**src/rtl/windowed_wdt_if.sv**
```systemverilog
// Windowed watchdog bus: enable/kick/threshold inputs and the registered status outputs.
// master drives the controls, slave is the watchdog itself.
interface windowed_wdt_if #(
   parameter int CNT_W = 16
);
   logic             wdt_en;
   logic             kick;
   logic [CNT_W-1:0] timeout;
   logic [CNT_W-1:0] win_start;
   logic [CNT_W-1:0] warn_lvl;
   logic [CNT_W-1:0] cnt_o;
   logic             warn_o;
   logic             rst_o;
   logic [1:0]       cause_o;

   modport master (
      output wdt_en, kick, timeout, win_start, warn_lvl,
      input  cnt_o, warn_o, rst_o, cause_o
   );

   modport slave (
      input  wdt_en, kick, timeout, win_start, warn_lvl,
      output cnt_o, warn_o, rst_o, cause_o
   );
endinterface

```
**src/rtl/windowed_wdt.sv**
```systemverilog
// Windowed watchdog: kicks must land in [win_start, timeout]; early kicks and expiry fire rst_o.
// Optional build macro WDT_LOCK_EN: once started, wdt_en=0 is ignored until rst.
//
// state  | meaning
// S_IDLE | disabled, thresholds tracked from inputs every cycle
// S_RUN  | counting, thresholds frozen, kicks checked against window
// S_FIRE | rst_o asserted for RST_PULSE cycles, kicks ignored
module windowed_wdt #(
   parameter int CNT_W     = 16,
   parameter int RST_PULSE = 4
) (
   input logic           clk,
   input logic           rst,
   windowed_wdt_if.slave bus
);

   typedef enum logic [1:0] {
      S_IDLE = 2'd0,
      S_RUN  = 2'd1,
      S_FIRE = 2'd2
   } state_t;

   localparam logic [CNT_W-1:0] ONE        = {{(CNT_W-1){1'b0}}, 1'b1};
   localparam logic [CNT_W-1:0] ZERO       = '0;
   localparam logic [7:0]       PULSE_LAST = 8'(RST_PULSE - 1);

   state_t           state;
   logic [CNT_W-1:0] cnt;
   logic [CNT_W-1:0] t_r;
   logic [CNT_W-1:0] w_r;
   logic [CNT_W-1:0] a_r;
   logic [7:0]       pcnt;
   logic             warn;
   logic             rst_pulse;
   logic [1:0]       cause;
   logic [CNT_W-1:0] cnt_inc;
   logic             en_eff;

   assign cnt_inc = cnt + ONE;

`ifdef WDT_LOCK_EN
   logic lock;
   assign en_eff = bus.wdt_en | lock;
`else
   assign en_eff = bus.wdt_en;
`endif

   always_ff @(posedge clk) begin
      if (rst) begin
         state     <= S_IDLE;
         cnt       <= '0;
         t_r       <= '0;
         w_r       <= '0;
         a_r       <= '0;
         pcnt      <= '0;
         warn      <= 1'b0;
         rst_pulse <= 1'b0;
         cause     <= 2'b00;
`ifdef WDT_LOCK_EN
         lock      <= 1'b0;
`endif
      end else begin
         case (state)
            S_IDLE: begin
               t_r       <= bus.timeout;
               w_r       <= bus.win_start;
               a_r       <= bus.warn_lvl;
               cnt       <= '0;
               rst_pulse <= 1'b0;
               warn      <= 1'b0;
               if (bus.wdt_en) begin
                  state <= S_RUN;
                  // first RUN cycle shows cnt 0, so warning only if the level is 0
                  warn  <= (bus.warn_lvl == ZERO);
`ifdef WDT_LOCK_EN
                  lock  <= 1'b1;
`endif
               end
            end

            S_RUN: begin
               if (!en_eff) begin
                  state <= S_IDLE;
                  cnt   <= '0;
                  warn  <= 1'b0;
               end else if (bus.kick && (cnt >= w_r)) begin
                  cnt  <= '0;
                  warn <= (a_r == ZERO);
               end else if (bus.kick || (cnt == t_r)) begin
                  state     <= S_FIRE;
                  cnt       <= '0;
                  warn      <= 1'b0;
                  rst_pulse <= 1'b1;
                  pcnt      <= PULSE_LAST;
                  cause     <= bus.kick ? 2'b10 : 2'b01;
               end else begin
                  cnt  <= cnt_inc;
                  warn <= (cnt_inc >= a_r);
               end
            end

            S_FIRE: begin
               if (pcnt == 8'd0) begin
                  rst_pulse <= 1'b0;
                  t_r       <= bus.timeout;
                  w_r       <= bus.win_start;
                  a_r       <= bus.warn_lvl;
                  if (en_eff) begin
                     state <= S_RUN;
                     warn  <= (bus.warn_lvl == ZERO);
                  end else begin
                     state <= S_IDLE;
                  end
               end else begin
                  pcnt <= pcnt - 8'd1;
               end
            end

            default: begin
               state     <= S_IDLE;
               cnt       <= '0;
               warn      <= 1'b0;
               rst_pulse <= 1'b0;
            end
         endcase
      end
   end

   assign bus.cnt_o   = cnt;
   assign bus.warn_o  = warn;
   assign bus.rst_o   = rst_pulse;
   assign bus.cause_o = cause;

endmodule

```
**src/flat_wrapper.sv**
```systemverilog
// flat-port wrapper written by rule: the top's interface ports become plain ports
module windowed_wdt_flat 
#(
   parameter int CNT_W     = 16,
   parameter int RST_PULSE = 4
)
  (clk, rst, bus_wdt_en, bus_kick, bus_timeout, bus_win_start, bus_warn_lvl, bus_cnt_o, bus_warn_o, bus_rst_o, bus_cause_o);
  windowed_wdt_if #(.CNT_W(CNT_W)) bus_i ();
  input logic clk;
  input logic rst;
  input wire logic [$bits(bus_i.wdt_en)-1:0] bus_wdt_en;
  input wire logic [$bits(bus_i.kick)-1:0] bus_kick;
  input wire logic [$bits(bus_i.timeout)-1:0] bus_timeout;
  input wire logic [$bits(bus_i.win_start)-1:0] bus_win_start;
  input wire logic [$bits(bus_i.warn_lvl)-1:0] bus_warn_lvl;
  output wire logic [$bits(bus_i.cnt_o)-1:0] bus_cnt_o;
  output wire logic [$bits(bus_i.warn_o)-1:0] bus_warn_o;
  output wire logic [$bits(bus_i.rst_o)-1:0] bus_rst_o;
  output wire logic [$bits(bus_i.cause_o)-1:0] bus_cause_o;
  assign bus_i.wdt_en = bus_wdt_en;
  assign bus_i.kick = bus_kick;
  assign bus_i.timeout = bus_timeout;
  assign bus_i.win_start = bus_win_start;
  assign bus_i.warn_lvl = bus_warn_lvl;
  assign bus_cnt_o = bus_i.cnt_o;
  assign bus_warn_o = bus_i.warn_o;
  assign bus_rst_o = bus_i.rst_o;
  assign bus_cause_o = bus_i.cause_o;
  windowed_wdt #(.CNT_W(CNT_W), .RST_PULSE(RST_PULSE)) u_core (.clk(clk), .rst(rst), .bus(bus_i));
endmodule
```
**config.mk**
```make
export PLATFORM = sky130hd
export DESIGN_NAME = windowed_wdt_flat
export DESIGN_NICKNAME = d
export VERILOG_FILES = /design/src/rtl/windowed_wdt_if.sv /design/src/rtl/windowed_wdt.sv /design/src/flat_wrapper.sv
export SDC_FILE = /design/constraint.sdc
export NUM_CORES = 1
export LEC_CHECK = 0
export BUFFER_PORTS_ARGS = -buffer_cell sky130_fd_sc_hd__buf_2
export CAP_MARGIN = 20
export CORE_MARGIN = 1
export CORE_UTILIZATION = 55
export CTS_BUF_LIST = sky130_fd_sc_hd__clkbuf_8 sky130_fd_sc_hd__clkbuf_16
export DETAILED_ROUTE_END_ITERATION = 6
export PLACE_DENSITY_LB_ADDON = 0.25
export RECOVER_POWER = 25
export SLEW_MARGIN = 20
export SYNTH_ARGS = -nofsm -noshare
export SYNTH_HDL_FRONTEND = slang
export SYNTH_SLANG_ARGS = --single-unit
```
**constraint.sdc**
```tcl
create_clock -name clk -period 2.9 [get_ports clk]
set_input_delay 0.145 -clock clk [delete_from_list [all_inputs] [get_ports clk]]
set_output_delay 0.145 -clock clk [all_outputs]
set_load 0.02 [all_outputs]
```
==> results.json <==
{
  "pwr_density_cell_nw_per_um2": 482,
  "max_cap_viol_count": 0,
  "htreeDepth": 3,
  "async_reset_ff_share_pct": 0,
  "drt_first_pass_iters": 5,
  "hold_violations": 0,
  "n_fill_cell": 703,
  "hold_class": "input port to flip-flop",
  "power_switching_share_pct": 25.6,
  "num_io_pins": 72,
  "yosysSeqAreaShare_pct": 35.5,
  "synth-seq-cells": 78,
  "synthTopCellsByArea": "dfxtp_1 (35%), ha_1 (10%), nand2_1 (9.6%), a21oi_1 (8.2%), xnor2_1 (5.2%)",
  "synth_flop_cell": "dfxtp_1",
  "yosysTopAreaCell": "dfxtp_1",
  "intPower_uw": 1800,
  "fin_crit_ns": 2.65,
  "rows": 32,
  "status": "completed",
  "via_per_inst": 5.48,
  "clk_pin_slew_ns": 0.08,
  "cts_setup_buffers": 0,
  "synthTopCellsByCount": "nand2_1 (113), dfxtp_1 (78), a21oi_1 (72)",
  "dp_hpwl_um": 7610,
  "dieArea_sq_um": 8360,
  "synth_top_cell_area_share_pct": 35.5,
  "syn_nets": 637,
  "finalSetupViolations": 0,
  "antenna_cells": 0,
  "start_util_pct": 56.9,
  "grt_overflow": 0,
  "core_sq_um": 7730,
  "endpoint_kind": "flip-flop",
  "final_core_util_pct": 64.8,
  "synth_edf_count": 0,
  "grt_pass1_wl_um": 17400,
  "cts_root_buf": "clkbuf_8",
  "ff_latch_area_sq_um": 1560,
  "fin_nets": 700,
  "power_uw": 2420,
  "period_share_pct": 91.5,
  "worstSetupPathType": "flip-flop to flip-flop",
  "crit_fanout": 5,
  "avgRoutedWirePerCell_um": 14.4,
  "cp_data_arrival_time_ns": 2.84,
  "ant_nets": 0,
  "fin_worst_skew_ns": 0.00873,
  "clock.fmax_mhz": 377,
  "layout-drive-gt1-share_pct": 15.4,
  "cpMostUsedCell": "ha_1",
  "cts_buffers": 9,
  "cp_data_required_time_ns": 3.09,
  "area_growth_pct": 13.9,
  "cts_sinks": 78,
  "worstMarginPinSlew_ns": 0.892,
  "worstPathCellList": "ha_1 > nand2_1 > or2_2 > xnor2_1 > ha_1 > and4_1 > a2111oi_1 > a2111oi_0 > o21bai_1 > a311oi_1",
  "critPathLaunchType": "flip-flop",
  "instances_no_fill": 720,
  "drcViolationCount": 0,
  "grt_max_degree": 53,
  "p_clk_share_pct": 39.5,
  "port_buffers": 71,
  "clockBufferDepth": 2,
  "multi_input_area_sq_um": 2540,
  "seq_power_share_pct": 48.2,
  "wl_um": 10400,
  "p_comb_share_pct": 12.4,
  "ys.warnings.count": 0,
  "drv_slew": 0,
  "insertion_delay_ns": 0.35,
  "fin_setup_tns_ns": 0,
  "die_width_um": 91.4,
  "ir_drop_mv": 0.340,
  "power.net_switching_uw": 619,
  "antenna_found_initial": 0,
  "pre_cts_ws_ns": 0.223,
  "gp_congestion": 0.894,
  "max-slew-margin-rel_pct": 40.5,
  "drt_iter0_drc": 258,
  "leakage_uw": 0.00214,
  "grt_util_all_layers_pct": 26.0,
  "synth.most_common_cell": "nand2_1",
  "syn_avg_cell_area_sq_um": 8.00,
  "syn_inst": 550,
  "cts_tree": "built",
  "cp_slowest_cell": "a2111oi_1",
  "setup_slack_ns": 0.247,
  "synthesis.area_sq_um": 4400,
  "vias": 3947,
  "slowest_delay_ns": 0.40,
  "first_global_vias": 3673,
  "dp.cells": 704,
  "synth.distinct_cells": 54,
  "rsz0062_at_grt": "no",
  "die_y_um": 91.4
}
==> power groups by stage <==
stage                     Clock, uW  Combinational (uW)  Sequential (uW)
after CTS                       956                 304             1160
after global routing           1000                 341             1170
after floorplan                   0                 212             1180
final                           953                 300             1160
after global placement            0                 292             1190
after detailed placement          0                 302             1190
==> per-layer routing <==
layer / share of wire [%] / GRT usage (%)
met5: 0 / 0
met2: 47 / 44.0
met4: 1.9 / 7.67
met3: 4.6 / 4.77
met1: 46 / 33.6
==> flip-flops by register name, summed over array words and instances, names as in the netlist <==
signal	cells
u_core.bus.rst_o	1
u_core.a_r	16
u_core.w_r	16
u_core.bus.cause_o	2
u_core.bus.warn_o	1
u_core.t_r	16
u_core.state	2
u_core.bus.cnt_o	16
u_core.pcnt	8
==> layout make-up <==
type / instances / area share, %
clock buffers: 12 / 3.30
clock inverters: 4 / 1.37
inverters: 37 / 2.77
multi-input cells: 405 / 50.6
flip-flops and latches: 78 / 31.2
well taps: 102 / 2.55
repair buffers: 82 / 8.19
==> final timing paths <==
check,startpoint,endpoint,slack (ns),cells past startpoint
worst max-delay path,u_core.bus.cnt_o[0],u_core.bus.warn_o,0.25,10
worst min-delay path,bus_win_start[5],u_core.w_r[5],0.02,3
worst max register to register,u_core.bus.cnt_o[0],u_core.bus.warn_o,0.25,10
worst min register to register,u_core.w_r[9],u_core.w_r[9],0.46,2
==> layout by cell type (no fill, tap or decap), types with 2 or more instances in the layout <==
master	Yosys	routed
a2111oi_0	3	2
a211oi_1	3	3
a21o_1	4	4
a21oi_1	72	73
a22oi_1	5	5
and3_1	4	4
and4_1	3	3
buf_2	9	54
buf_4	6	9
bufinv_16	0	2
clkbuf_1	14	18
clkbuf_8	0	12
dfxtp_1	78	78
ha_1	35	35
inv_1	37	38
nand2_1	113	113
nand2_2	2	2
nand2b_1	3	3
nand3_1	14	15
nand3b_1	4	4
nand4_1	6	6
nand4_2	2	2
nand4b_1	3	3
nor2_1	26	26
nor2b_1	3	3
nor3_1	6	6
nor3b_1	4	4
nor4_1	12	12
nor4_4	2	2
o211ai_1	2	2
o21ai_0	8	8
o21ai_1	7	7
or4_1	2	2
xnor2_1	26	26
xor2_1	10	10
==> critical path, delay by kind of cell (launching register included) <==
family / cells / cell delay, ns
AOI/OAI and AO/OA: 4 / 0.83
and+or+nand+nor: 3 / 0.63
adders and majority gates: 2 / 0.55
DFF: 1 / 0.34
xor gates and xnor gates: 1 / 0.14
==> kinds of logic (layout without fill, tap and decap cells) <==
kind of cell | Yosys count | count (layout) | synth area share [%]
compound gates | 113 | 113 | 15.3
xor+xnor | 36 | 36 | 7.17
fa+ha+maj | 35 | 35 | 9.95
buf+inv | 67 | 135 | 6.66
flops | 78 | 78 | 35.5
mux | 1 | 1 | 0.341
simple gates | 220 | 220 | 25.1
==> repair_timing <==
item,4_1_cts,5_1_grt
hold buffers,0,0
setup endpoints to repair,0,1
gates resized for setup,0,1
==> metrics by stage <==
| stage | hold WS [ns] | area (sq um) |
|---|---|---|
| floorplan | 0.281 | 4400 |
| global placement | 0.385 | 4820 |
| detailed placement | 0.390 | 4820 |
| CTS | 0.0180 | 5050 |
| global route | 0.0270 | 5010 |
| finish | 0.0211 | 5010 |
(Power assumes the default switching activity.)
